`config.mk`:
```
export PLATFORM = sky130hd
export DESIGN_NAME = md4_crack_sched
export DESIGN_NICKNAME = d
export VERILOG_FILES = /design/src/rtl/md4_crack_sched.sv
export SDC_FILE = /design/constraint.sdc
export NUM_CORES = 1
export LEC_CHECK = 0
export ABC_AREA = 1
export CAP_MARGIN = 10
export CORE_UTILIZATION = 38
export DETAILED_ROUTE_END_ITERATION = 16
export PLACE_DENSITY = 0.87
export SYNTH_ARGS = -nofsm -noshare
export SYNTH_HDL_FRONTEND = slang
export SYNTH_SLANG_ARGS = --single-unit
```
`constraint.sdc`:
```
create_clock -name clk -period 1.7 [get_ports clk]
set_input_delay 0.34 -clock clk [delete_from_list [all_inputs] [get_ports clk]]
set_output_delay 0.34 -clock clk [all_outputs]
set_load 0.01 [all_outputs]
```
`src/rtl/md4_crack_sched.sv`:
```
// md4_crack_sched: walks the lowercase keyspace, launching md4block and hashchecker once per candidate.
// Define MD4_CRACK_SCHED_TIMEOUT_EN to add the wait-state watchdog and the timeout_err output.
module md4_crack_sched #(
  parameter int         MIN_LEN        = 1,
  parameter int         MAX_LEN        = 4,
  parameter int         CHARSET_SIZE   = 26,
  parameter logic [7:0] CHAR_BASE      = 8'h61
`ifdef MD4_CRACK_SCHED_TIMEOUT_EN
  , parameter int       TIMEOUT_CYCLES = 1024
`endif
) (
  input  logic         clk,
  input  logic         rst_n,
  input  logic         start,
  input  logic         abort,
  output logic [159:0] passwd_chars,
  output logic [7:0]   passwd_len,
  output logic         md4_irdy,
  input  logic         md4_ordy,
  output logic         checker_checkrdy,
  input  logic         checker_resultrdy,
  input  logic         checker_matchfound,
  output logic         busy,
  output logic         done,
  output logic         match_found,
  output logic [159:0] match_chars,
  output logic [7:0]   match_len,
  output logic [31:0]  candidates_tried
`ifdef MD4_CRACK_SCHED_TIMEOUT_EN
  , output logic       timeout_err
`endif
);
  localparam int            DW        = (CHARSET_SIZE > 1) ? $clog2(CHARSET_SIZE) : 1;
  localparam logic [DW-1:0] DIGIT_MAX = DW'(CHARSET_SIZE - 1);
  localparam logic [7:0]    MIN_LEN_B = 8'(MIN_LEN);
  localparam logic [7:0]    MAX_LEN_B = 8'(MAX_LEN);

  typedef enum logic [2:0] {IDLE, SETUP, LAUNCH, WAIT_MD4, CHECK, WAIT_CHK, ADVANCE, DONE} state_t;

  state_t        state_q, state_d;
  logic [DW-1:0] digit_q   [MAX_LEN];
  logic [DW-1:0] digit_d   [MAX_LEN];
  logic [DW-1:0] inc_digit [MAX_LEN];
  logic          carry_out;
  logic [7:0]    len_q, len_d;
  logic          pw_en_q, pw_en_d;
  logic          mf_q, mf_d;
  logic [159:0]  mc_q, mc_d;
  logic [7:0]    ml_q, ml_d;
  logic [31:0]   cnt_q, cnt_d;
`ifdef MD4_CRACK_SCHED_TIMEOUT_EN
  logic [15:0]   wd_q, wd_d;
  logic          to_q, to_d;
`endif

  // Odometer: position len-1 is least significant; carry ripples toward position 0.
  always_comb begin
    logic carry;
    carry = 1'b1;
    for (int i = MAX_LEN - 1; i >= 0; i--) begin
      inc_digit[i] = digit_q[i];
      if (carry && (8'(i) < len_q)) begin
        if (digit_q[i] == DIGIT_MAX) begin
          inc_digit[i] = '0;
        end else begin
          inc_digit[i] = digit_q[i] + 1'b1;
          carry        = 1'b0;
        end
      end
    end
    carry_out = carry;
  end

  for (genvar gi = 0; gi < 20; gi++) begin : g_chars
    if (gi < MAX_LEN) begin : g_used
      assign passwd_chars[159-8*gi -: 8] = (pw_en_q && (8'(gi) < len_q)) ?
                                           (CHAR_BASE + 8'(digit_q[gi])) : 8'h00;
    end else begin : g_unused
      assign passwd_chars[159-8*gi -: 8] = 8'h00;
    end
  end

  always_comb begin
    state_d = state_q;
    digit_d = digit_q;
    len_d   = len_q;
    pw_en_d = pw_en_q;
    mf_d    = mf_q;
    mc_d    = mc_q;
    ml_d    = ml_q;
    cnt_d   = cnt_q;
`ifdef MD4_CRACK_SCHED_TIMEOUT_EN
    wd_d    = wd_q;
    to_d    = to_q;
`endif
    // abort freezes every register except the state itself.
    if (abort) begin
      state_d = IDLE;
    end else begin
      case (state_q)
        IDLE, DONE: begin
          if (start) begin
            state_d = SETUP;
            for (int i = 0; i < MAX_LEN; i++) digit_d[i] = '0;
            len_d   = MIN_LEN_B;
            pw_en_d = 1'b1;
            cnt_d   = '0;
            mf_d    = 1'b0;
            mc_d    = '0;
            ml_d    = '0;
`ifdef MD4_CRACK_SCHED_TIMEOUT_EN
            to_d    = 1'b0;
`endif
          end
        end
        SETUP: state_d = LAUNCH;
        LAUNCH: begin
          state_d = WAIT_MD4;
`ifdef MD4_CRACK_SCHED_TIMEOUT_EN
          wd_d    = '0;
`endif
        end
        WAIT_MD4: begin
          if (md4_ordy) begin
            state_d = CHECK;
`ifdef MD4_CRACK_SCHED_TIMEOUT_EN
          end else if (wd_q == 16'(TIMEOUT_CYCLES - 1)) begin
            state_d = DONE;
            mf_d    = 1'b0;
            to_d    = 1'b1;
          end else begin
            wd_d    = wd_q + 16'd1;
`endif
          end
        end
        CHECK: begin
          state_d = WAIT_CHK;
`ifdef MD4_CRACK_SCHED_TIMEOUT_EN
          wd_d    = '0;
`endif
        end
        WAIT_CHK: begin
          if (checker_resultrdy) begin
            if (cnt_q != 32'hFFFF_FFFF) cnt_d = cnt_q + 32'd1;
            if (checker_matchfound) begin
              mf_d    = 1'b1;
              mc_d    = passwd_chars;
              ml_d    = len_q;
              state_d = DONE;
            end else begin
              state_d = ADVANCE;
            end
`ifdef MD4_CRACK_SCHED_TIMEOUT_EN
          end else if (wd_q == 16'(TIMEOUT_CYCLES - 1)) begin
            state_d = DONE;
            mf_d    = 1'b0;
            to_d    = 1'b1;
          end else begin
            wd_d    = wd_q + 16'd1;
`endif
          end
        end
        ADVANCE: begin
          digit_d = inc_digit;
          if (!carry_out) begin
            state_d = SETUP;
          end else if (len_q < MAX_LEN_B) begin
            len_d   = len_q + 8'd1;
            state_d = SETUP;
          end else begin
            mf_d    = 1'b0;
            state_d = DONE;
          end
        end
        default: state_d = IDLE;
      endcase
    end
  end

  always_ff @(posedge clk or negedge rst_n) begin
    if (!rst_n) begin
      state_q <= IDLE;
      for (int i = 0; i < MAX_LEN; i++) digit_q[i] <= '0;
      len_q   <= MIN_LEN_B;
      pw_en_q <= 1'b0;
      mf_q    <= 1'b0;
      mc_q    <= '0;
      ml_q    <= '0;
      cnt_q   <= '0;
`ifdef MD4_CRACK_SCHED_TIMEOUT_EN
      wd_q    <= '0;
      to_q    <= 1'b0;
`endif
    end else begin
      state_q <= state_d;
      digit_q <= digit_d;
      len_q   <= len_d;
      pw_en_q <= pw_en_d;
      mf_q    <= mf_d;
      mc_q    <= mc_d;
      ml_q    <= ml_d;
      cnt_q   <= cnt_d;
`ifdef MD4_CRACK_SCHED_TIMEOUT_EN
      wd_q    <= wd_d;
      to_q    <= to_d;
`endif
    end
  end

  assign passwd_len       = len_q;
  assign md4_irdy         = (state_q == LAUNCH);
  assign checker_checkrdy = (state_q == CHECK);
  assign busy             = (state_q != IDLE) && (state_q != DONE);
  assign done             = (state_q == DONE);
  assign match_found      = mf_q;
  assign match_chars      = mc_q;
  assign match_len        = ml_q;
  assign candidates_tried = cnt_q;
`ifdef MD4_CRACK_SCHED_TIMEOUT_EN
  assign timeout_err      = to_q;
`endif

endmodule
```
## Word level (Yosys, flattened, before mapping)

Index checks and enable logic that the tools add are counted.

| word-level totals | value |
|---|---|
| register bits | 233 |
| bits of input ports | 7 |
| output and inout bits | 373 |
| word-level logic and storage cells | 130 |

| cells by class | value |
|---|---|
| add/sub/neg operators | 10 |
| order comparisons | 5 |
| equal/unequal tests | 27 |
| mux-type cells | 52 |
| bitwise operators | 1 |
| reduce and logical (&&, ||, !) cells | 24 |

Operator list:

| cell | number |
|---|---|
| $mux W160 | 3 |
| $pmux W160 S2 | 1 |
| $mux W32 | 3 |
| $mux W8 | 10 |
| $pmux W32 S2 | 1 |
| $mux W5 | 8 |
| $pmux W20 S2 | 1 |
| $add A32 B1 Y32 const B | 1 |
| $add A7 B5 Y8 const A | 4 |
| $ne A32 B32 Y1 const B | 1 |
| $pmux W8 S2 | 2 |
| $ne A2 B2 Y1 const B | 11 |
| $pmux W3 S7 | 1 |
| $add A5 B1 Y5 const B | 4 |
| $eq A5 B5 Y1 const B | 4 |
| $mux W20 | 1 |
| $mux W3 | 6 |
| $lt A1 B8 Y1 const A | 2 |
| $lt A2 B8 Y1 const A | 2 |
| $reduce_and A4 Y1 | 4 |
| $reduce_and A5 Y1 | 3 |
| $mux W1 | 14 |
| $eq A3 B3 Y1 const B | 4 |
| $ne A3 B3 Y1 const B | 4 |
| 13 further kinds | 24 |

## Depth between registers and ports, before layout

| logic depth | value |
|---|---|
| word-level depth | 12 |
| gate-level depth with buffers | 12 |
| gate-level depth less buffers | 12 |

## Worst setup path before layout

OpenSTA, ideal clock, no wires.

| timing | value |
|---|---|
| kind | register to output |
| start point | reg len_q[0], in the netlist passwd_len[0] |
| end point | out passwd_chars[139] |
| arrival | 1.560 ns |
| path slack | -0.200 ns |
| stages on the path, launching flop included | 9 |
| buffers on the path | 0 |
| cells stage by stage | dfstp_2 -> ha_1 -> inv_1 -> nand2_1 -> nor2_1 -> nor2_1 -> inv_1 -> or2_2 -> inv_1 |

| on the way | value |
|---|---|
| cells in the longest elaborated chain, start to end | 3 |

Ends and longest elaborated chain:

| what | line | RTL |
|---|---|---|
| start, declared | 45 | `logic [7:0] len_q, len_d;` |
| start signal, assigned | 197 | `len_q <= len_d;` |
| $lt A2 B8 Y1 | 76 | `assign passwd_chars[159-8*gi -: 8] = (pw_en_q && (8'(gi) < len_q)) ?` |
| $logic_and A1 B1 Y1 | 76 |  |
| $mux W8 | 76 |  |
| end, declared | 16 | `output logic [159:0] passwd_chars,` |

No other way between the ends.

## Final worst setup path

| timing | value |
|---|---|
| start point | reg len_q[0], in the netlist passwd_len[0] |
| end point | out passwd_chars[159] |

| on the way | value |
|---|---|
| cells in the longest elaborated chain, start to end | 3 |

Ends and longest elaborated chain:

| what | line |
|---|---|
| $lt A1 B8 Y1 | 76 |
| $logic_and A1 B1 Y1 | 76 |
| $mux W8 | 76 |

No other way between the ends.

==> impl_metrics.env <==
export IMPL_yosys_warnings=0
export IMPL_place_congestion=0.937
export IMPL_synth_edf_count=0
export IMPL_cts_root_buf="clkbuf_16"
export IMPL_portBuffers=123
export IMPL_r2r_slack_ns=-0.39
export IMPL_met2_length_um=15600
export IMPL_crit_chain="buf_6, inv_4, ha_4, nand2_4, nor2_4, nor2_4, buf_6, nand2_4, inv_2, buf_6"
export IMPL_fin_hold_ws_ns=0.414
export IMPL_cts_buffer_depth=2
export IMPL_cp_startpoint="passwd_len[0]$_DFFE_PN1P_"
export IMPL_antenna_cells=0
export IMPL_wl_met1_um=11500
export IMPL_path_max_fanout=3
export IMPL_period_needed_ns=2.37
export IMPL_postLayoutCellArea_mm2=0.0126
export IMPL_crit_type="reg2out"
export IMPL_layout_common_cells="conb_1, buf_4, nand2_1"
export IMPL_die_x_um=146
export IMPL_setup_ws_ns=-0.670
export IMPL_final_cells=1708
export IMPL_powerDensity_mw_per_mm2=579
export IMPL_crit_arrival_ns=2.03
export IMPL_grt_max_degree=42
export IMPL_synth_top_cell_by_area="dfrtp_1"
export IMPL_cpMostUsedCell="buf_6"
export IMPL_dr_pass1_iters=6
export IMPL_clk_pin_slew_ns=0.10
export IMPL_rsz0062_at_grt="true"
export IMPL_area_growth_pct=59.0
export IMPL_synth_top_area_share_pct=32.8
export IMPL_synthTopCellsByArea="dfrtp_1, buf_4, nand2_1, inv_1, nand3_1"
export IMPL_synth_distinct_cells=38
export IMPL_end_kind="output port"
export IMPL_ys_seq_area_share_pct=33.2
export IMPL_antenna_found_initial=1
export IMPL_worstMarginPinSlew_ns=0.581
export IMPL_synth_cells=1083
export IMPL_critPathSlowestCell="dfstp_2"
export IMPL_finalSetupViolCount=142
export IMPL_via_count=8766
export IMPL_dp_hpwl_um=15800
export IMPL_die_area_mm2=0.0214
export IMPL_final_common_cell="conb_1"
export IMPL_syn_area_per_cell_um2=7.32
export IMPL_via_per_inst=5.13
export IMPL_detail_route_antenna_nets=0
export IMPL_routed_top_layer="met5"
export IMPL_track_usage_pct=23.5
export IMPL_dp_cells=1591
export IMPL_nNetsFinal=1451
export IMPL_hold_viol=0
export IMPL_wl_met3_um=3660
export IMPL_numClockSinks=105
export IMPL_synthesis_area_mm2=0.00793
export IMPL_rows=52
export IMPL_violations="negative setup slack"
export IMPL_place_area_mm2=0.00952
export IMPL_crit_required_ns=1.36
export IMPL_first_iter_violations=971
export IMPL_cts_tree="yes"
export IMPL_num_fill_cells=1438
export IMPL_peakVddDrop_v=0.000621
export IMPL_drt_wirelength_per_cell_um=19.7
export IMPL_ys_seq_elements=105
export IMPL_fin_crit_sh_pct=139
export IMPL_drv_slew=0
export IMPL_fmax_mhz=422
export IMPL_crit_family="flip-flops"
export IMPL_synthArstFlopShare_pct=100
export IMPL_ios=380
export IMPL_drc=0
export IMPL_cts_max_level=3
export IMPL_synthFlopType="dfrtp_1"
export IMPL_coreArea_mm2=0.0204
export IMPL_clk_insertion_delay_late_ns=0.37
export IMPL_worst_setup_path_start_kind="flop"
export IMPL_timing_critical_path_buf_inv=5
export IMPL_start_util_pct=38.9
export IMPL_status="finished with violations"
export IMPL_drv_cap=0
export IMPL_slew_headroom_pct=61.1
export IMPL_drive_above_1_share_pct=40.5
export IMPL_cts_inserted_buffers=9
export IMPL_drt_wl_total_um=33600
export IMPL_r2r_start="passwd_len[1]$_DFFE_PN0P_"
export IMPL_slowest_delay_ns=0.59
export IMPL_die_h_um=146
export IMPL_grt_pass1_vias=7615
export IMPL_grt_pass1_wl_um=39500
export IMPL_finalClockSkew_ns=0.0281
export IMPL_gr_total_overflow=0
export IMPL_hold_path_class="in2async"
export IMPL_p_leak_nw=6.51
-- state kept, by name, summed over array words and instances (netlist names) --
name and count:
candidates_tried 32, state_q 3, pw_en_q 1, passwd_len 8
match_chars 32, match_found 1, match_len 8, digit_q 20
-- path summary, 6_finish.rpt --
path,end,cells past startpoint
setup / recovery,passwd_chars[159],10
hold / removal,digit_q[1]$_DFFE_PN0P_,2
setup reg to reg,passwd_len[2]$_DFFE_PN0P_,13
hold reg to reg,match_found$_DFFE_PN0P_,2
max in group asynchronous,passwd_len[0]$_DFFE_PN1P_,3
min in group clk,match_found$_DFFE_PN0P_,2
-- what timing repair did --
action	in CTS	in global routing
hold buffers	1	0
buffers inserted	53	43
hold endpoints to repair	15	0
gates cloned	15	3
setup endpoints to repair	161	151
pin swaps	36	71
gates resized for setup	416	264
-- report_power, final --
part           internal [mW]  switching, mW  leakage, nW  total (mW)
Combinational           1.06           1.46         4.94        2.52
Sequential              2.53         0.0367         1.43        2.57
Clock                   1.05           1.15        0.146        2.21
Total                   4.64           2.65         6.51        7.29
-- layout make-up --
cell class / instances / area (um^2) / share of cell area [%]
Timing Repair inverter: 1 / 11.3 / 0.0894
Tap cell: 270 / 338 / 2.68
Sequential cell: 105 / 2650 / 21.0
Clock inverter: 6 / 70.1 / 0.556
Inverter: 143 / 592 / 4.70
Multi-Input combinational cell: 819 / 5170 / 41.0
Clock buffer: 10 / 229 / 1.82
Timing Repair Buffer: 354 / 3540 / 28.1
-- through the flow --
step	setup WS, ns	utilization, %	power, mW	setup TNS [ns]
2_1_floorplan	-0.0434	-	3.71	-0.302
3_3_place_gp	-0.497	46.7	3.75	-26.92
3_5_place_dp	-0.566	46.7	3.77	-30.74
4_1_cts	-0.488	55.5	6.69	-19.89
5_1_grt	-0.693	61.9	7.51	-39.16
6_report	-0.670	61.9	7.29	-32.81
-- synthesized netlist by cell type, types with 4 or more instances --
master and number:
dfrtp_1 104, o21ai_1 23, inv_2 5, nand3_1 68, nand2_1 227, nor2_1 85, inv_1 137, nor3_1 20
clkbuf_1 4, buf_2 7, o22ai_1 29, nand2_2 5, or2_2 7, o21ai_0 34, nand4_1 11, buf_4 256
buf_6 4, xor2_1 21, ha_1 11
-- routing by layer --
metal  vias to the layer above  global-route usage [%]
li1                       3576                       -
met1                      4118                    26.8
met2                       809                    39.6
met3                       261                    4.69
met4                         2                    16.6
met5                         -                       0
-- cell families after synthesis --
family	Yosys count	synth area share, %
AND/OR/NAND/NOR	434	23.3
adder cells (fa/ha/maj)	11	1.74
XOR/XNOR	24	2.65
other	1	0.0473
flip-flops	105	33.2
AO/OA/AOI/OAI	93	6.80
buffers and inverters	415	32.3
Power figures use the tool's default switching activity.
